[src/rtl/sort_pkg.sv]
// Shared defaults and state encoding for the sorted-frame streamer.
package sort_pkg;

    localparam int N_WORDS_DEF = 10;
    localparam int DATA_W_DEF  = 32;

    // IDLE: waiting for a frame; STREAM: emitting buffered words one per beat.
    typedef enum logic {
        IDLE   = 1'b0,
        STREAM = 1'b1
    } state_e;

endpackage

[src/rtl/sort_order_checker.sv]
// Sticky ordering monitor: flags any handshaken word that is smaller
// (unsigned) than the previously handshaken word of the same frame.
module sort_order_checker #(
    parameter int DATA_W = 32
) (
    input  logic              clk,
    input  logic              rst,
    input  logic              beat_i,
    input  logic              first_i,
    input  logic [DATA_W-1:0] data_i,
    output logic              err_o
);

    logic [DATA_W-1:0] prev_q, prev_d;
    logic              err_q, err_d;

    // Next-state: remember the last accepted word, latch any descent.
    always_comb begin
        prev_d = prev_q;
        err_d  = err_q;
        if (beat_i) begin
            prev_d = data_i;
            if (!first_i && (data_i < prev_q)) begin
                err_d = 1'b1;
            end
        end
    end

    // Registers; the flag only clears on reset.
    always_ff @(posedge clk) begin
        if (rst) begin
            prev_q <= '0;
            err_q  <= 1'b0;
        end else begin
            prev_q <= prev_d;
            err_q  <= err_d;
        end
    end

    assign err_o = err_q;

endmodule

[src/rtl/sort_result_streamer.sv]
// Captures a sorted frame from a combinational sorter and streams it out
// one word per beat. Optional ordering check enabled by SORT_ORDER_CHECK_EN.
//
// Handshake: a transfer happens on a rising edge where valid and ready are
// both 1. The producer holds valid/data stable until that edge; ready may
// depend on anything except a combinational path from the same valid.
module sort_result_streamer
    import sort_pkg::*;
#(
    parameter int N_WORDS = N_WORDS_DEF,
    parameter int DATA_W  = DATA_W_DEF,
    localparam int IDX_W  = (N_WORDS > 1) ? $clog2(N_WORDS) : 1
) (
    input  logic              clk,
    input  logic              rst,
    input  logic              in_valid,
    output logic              in_ready,
    input  logic [DATA_W-1:0] in_data [N_WORDS],
    output logic              out_valid,
    input  logic              out_ready,
    output logic [DATA_W-1:0] out_data,
    output logic [IDX_W-1:0]  out_index,
    output logic              out_last,
    output logic [15:0]       frame_cnt,
    output logic              order_err,
    output state_e            dbg_state
);

    localparam logic [IDX_W-1:0] LAST_IDX = IDX_W'(N_WORDS - 1);

    state_e            state_q, state_d;
    logic [IDX_W-1:0]  idx_q, idx_d;
    logic [15:0]       frame_cnt_q, frame_cnt_d;
    logic [DATA_W-1:0] buf_q [N_WORDS];
    logic              load;

    // Next-state logic: capture in IDLE, walk the buffer in STREAM.
    always_comb begin
        state_d     = state_q;
        idx_d       = idx_q;
        frame_cnt_d = frame_cnt_q;
        load        = 1'b0;
        case (state_q)
            IDLE: begin
                if (in_valid) begin
                    load    = 1'b1;
                    idx_d   = '0;
                    state_d = STREAM;
                end
            end
            STREAM: begin
                if (out_ready) begin
                    if (idx_q == LAST_IDX) begin
                        state_d     = IDLE;
                        frame_cnt_d = frame_cnt_q + 16'd1;
                    end else begin
                        idx_d = idx_q + IDX_W'(1);
                    end
                end
            end
            default: state_d = IDLE;
        endcase
    end

    // Control registers; reset wins over any handshake in the same cycle.
    always_ff @(posedge clk) begin
        if (rst) begin
            state_q     <= IDLE;
            idx_q       <= '0;
            frame_cnt_q <= '0;
        end else begin
            state_q     <= state_d;
            idx_q       <= idx_d;
            frame_cnt_q <= frame_cnt_d;
        end
    end

    // Frame buffer: only written on capture, so it is frozen mid-frame.
    always_ff @(posedge clk) begin
        if (load) begin
            buf_q <= in_data;
        end
    end

    assign in_ready  = (state_q == IDLE);
    assign out_valid = (state_q == STREAM);
    assign out_data  = buf_q[idx_q];
    assign out_index = idx_q;
    assign out_last  = (idx_q == LAST_IDX);
    assign frame_cnt = frame_cnt_q;
    assign dbg_state = state_q;

`ifdef SORT_ORDER_CHECK_EN
    sort_order_checker #(
        .DATA_W (DATA_W)
    ) u_order_checker (
        .clk     (clk),
        .rst     (rst),
        .beat_i  (out_valid && out_ready),
        .first_i (idx_q == '0),
        .data_i  (out_data),
        .err_o   (order_err)
    );
`else
    assign order_err = 1'b0;
`endif

endmodule

[config.mk]
export PLATFORM = sky130hd
export DESIGN_NAME = sort_result_streamer
export DESIGN_NICKNAME = d
export VERILOG_FILES = /design/src/rtl/sort_pkg.sv /design/src/rtl/sort_order_checker.sv /design/src/rtl/sort_result_streamer.sv
export SDC_FILE = /design/constraint.sdc
export NUM_CORES = 1
export LEC_CHECK = 0
export CORE_UTILIZATION = 40
export DETAILED_ROUTE_END_ITERATION = 16
export DONT_BUFFER_PORTS = 1
export GPL_ROUTABILITY_DRIVEN = 0
export PLACE_DENSITY = 0.56
export RECOVER_POWER = 25
export SETUP_SLACK_MARGIN = 0.05
export SLEW_MARGIN = 20
export SYNTH_ARGS = -nofsm -noshare
export SYNTH_HDL_FRONTEND = slang
export SYNTH_HIERARCHICAL = 1
export SYNTH_SLANG_ARGS = --single-unit
[constraint.sdc]
create_clock -name clk -period 19 [get_ports clk]
set_input_delay 2.85 -clock clk [delete_from_list [all_inputs] [get_ports clk]]
set_output_delay 2.85 -clock clk [all_outputs]
set_load 0.01 [all_outputs]
==> impl_results.md <==
* Via count at 6790
* HP Start: frame_cnt[15]
* Final ANT Viol Nets at 0
* Worst slew pin tran at 1.11 ns
* Beginning of the critical path: out_index[0]
* DR iter-0 viols at 387
* H-tree depth at 2
* Most frequent cells after synthesis: edfxtp_1 (320), mux2i_1 (161), a22oi_1 (64)
* Required @ worst endpoint at 16.15 ns
* Number of buffers inserted by hold repair at cts at 0
* Period utilization at 34.5%
* Vias in the first global route at 7084
* Die Ht at 184 microns
* CTS resizes at 0
* Final hold violation count at 0
* CTS sink count at 341
* Complex-gate fraction of the synthesized area at 5.79%
* Total global-route track usage at 16.8%
* Grt ovf at 0
* Mapped Area at 13200 sq um
* Largest area contributor in the synthesized netlist: edfxtp_1
* Worst Setup End Kind: output port
* Inst Count DP at 1173
* CP delay by family, top: buffers and inverters
* Final setup fails at 0
* I/O pins at 381
* Final worst path period need at 6.56 ns
* Primary FF master, synth: edfxtp_1
* CTS root buffer: clkbuf_16
* Initial antenna violation count at 12
* Layout Nets at 1097
* Slew HR at 25.9%
* Worst path slowest cell: buf_4
* Die area at 33900 sq um
* CP arrival at 3.71 ns
* Buffer and inverter count on the worst path at 2
* Skew-Pair Late Insertion Delay at 0.52 ns
* Layout Area Growth over Synthesis at 12.9%
* Placed wire-length estimate at 19.8 mm
* Initial Utilization at 40.7%
* DRT Pass-1 Iters at 5
* Crit-path most repeated cell: buf_4
* # port buffers at 0
* CTS tree: done
* Gate count after technology mapping at 767
* Post-Synth Simple-Gate Area at 3.38%
* Syn Nets at 1094
* Adder-cell share of the synthesized area at 0.283%
* Synthesis Warnings at 6
* Crit Path Class: flip-flop to output port
* Ys async rst share at 0%
* PD cells at 110 nW/um^2
* Status: completed
* Synth unique cells at 35
* Total chip power at 0.00164 W
* Syn Area/Cell at 17.3 sq um
* Die Width at 184 microns
* First-pass GRT wire length at 42.1 mm
* EDFF count, synth at 320
* DRC violations left at 0
* CTS clk-pin slew, worst paths at 0.06 ns
* CP Max Fanout at 48
* Worst Skew at 0.0111 ns
* Most common cell in the netlist: edfxtp_1
* Register area share after synthesis at 75.7%
* Clock buffer depth at 3
* Share of layout cells above drive strength 1 at 9.65%
* CTS Buf Count at 37
* Static leakage at 4.82 nW
* Total wire length at 29.4 mm
* Peak VDD IR at 74.9 uV
* Post-Layout Cell Count at 1250
* Max frequency at 153 MHz
* CP max stage delay at 0.74 ns
* Hold Crit Class: flip-flop to flip-flop
* Area contributors post-synth: edfxtp_1 (73%), mux2i_1 (12%), a22oi_1 (3.6%)
* Critical path cell sequence: buf_4, buf_4, mux2i_1, a22oi_1, nand2_1, o22ai_1
* Slew Viols, Final at 0
* Unrepaired setup endpoints after global routing: no
* Setup bufs post-CTS at 0
* FF-to-FF Start: dbg_state
* Max Cap Viol at 0
* DR WL/cell at 23.5 microns
* Core Footprint at 32500 sq um
* CP startpoint kind: flip-flop
* Xor/xnor cell area share of the yosys netlist at 0.727%
* Row cnt at 66
* Share of the synthesized area in the top cell type at 72.5%
* Final setup TNS at 0 ns
* Largest net degree at the start of global routing at 87
* Post-synthesis mux area share at 12.2%
* Largest family of logic cells by synthesized area: multiplexers
* Routed vias/inst at 5.43
* Yosys reg bits at 341
-- path summary, 6_finish.rpt --
check | endpoint | slack [ns] | cells after the start
worst min register to register | frame_cnt[15] | 0.55 | 2
worst max-delay path | out_data[31] | 12.44 | 6
worst max register to register | buf_q[280] | 15.38 | 4
worst min-delay path | frame_cnt[15] | 0.55 | 2
-- cells by family (layout without fill, tap and decap cells) --
family	after synthesis	count (layout)
xor+xnor	11	11
mux	161	161
flops	341	341
compound gates	112	112
other cells	1	11
simple gates	87	87
fa+ha+maj	3	3
buf+inv	51	82
-- cell usage in the layout (no fill, tap or decap), types with 6 or more instances in the layout --
| master | netlist | final |
|---|---|---|
| edfxtp_1 | 320 | 320 |
| mux2i_1 | 161 | 161 |
| a22oi_1 | 64 | 64 |
| clkbuf_16 | 0 | 40 |
| nand2_1 | 37 | 37 |
| o22ai_1 | 32 | 32 |
| dfxtp_1 | 21 | 19 |
| nor2_1 | 14 | 13 |
| clkbuf_1 | 24 | 13 |
| diode_2 | 0 | 10 |
| a21oi_1 | 9 | 9 |
| xor2_1 | 9 | 9 |
| nand4_1 | 7 | 7 |
| clkinv_2 | 0 | 7 |
| buf_4 | 11 | 7 |
| or3_1 | 6 | 6 |
-- worst min-delay path, delay by kind of cell, from the launching register on --
kind | cells | cell delay [ns]
compound gates | 2 | 0.15
flops | 1 | 0.36
-- flip-flops by register name (all words and copies together), names as in the netlist --
| name | count |
|---|---|
| buf_q | 320 |
| dbg_state | 1 |
| out_index | 4 |
| frame_cnt | 16 |
-- cell type report --
| type | count | area [sq um] |
|---|---|---|
| Antenna cell | 10 | 25.0 |
| Clock buffer | 54 | 1060 |
| Clock inverter | 13 | 123 |
| Fill cell | 2835 | 17600 |
| Inverter | 5 | 21.3 |
| Multi-Input combinational cell | 375 | 3000 |
| Sequential cell | 341 | 10000 |
| Tap cell | 442 | 553 |
| Timing Repair Buffer | 10 | 135 |
-- metal layers --
layer / part of all wire (%) / track usage, % / vias up
li1: - / - / 3056
met1: 37 / 18.0 / 3313
met2: 50 / 28.7 / 340
met3: 11 / 6.95 / 71
met4: 2.7 / 7.80 / 10
met5: 0.23 / 0 / -
-- power by group --
group,internal [W],leakage [nW],switching [W]
Clock,0.000417,0.578,0.000275
Sequential,0.000870,3.22,0.0000128
Combinational,0.0000240,1.02,0.0000443
Total,0.00131,4.82,0.000332
-- stage by stage --
stage	area [sq um]	hold WS (ns)	util (%)	worst slack, ns
floorplan	13200	0.496	-	1.23
global placement	13700	0.519	42.0	12.98
detailed placement	13700	0.532	42.2	12.92
CTS	14900	0.543	45.9	12.36
global route	14900	0.565	45.9	12.20
finish	15000	0.547	46.0	12.44
No activity file was read; power rests on OpenSTA's default activity.
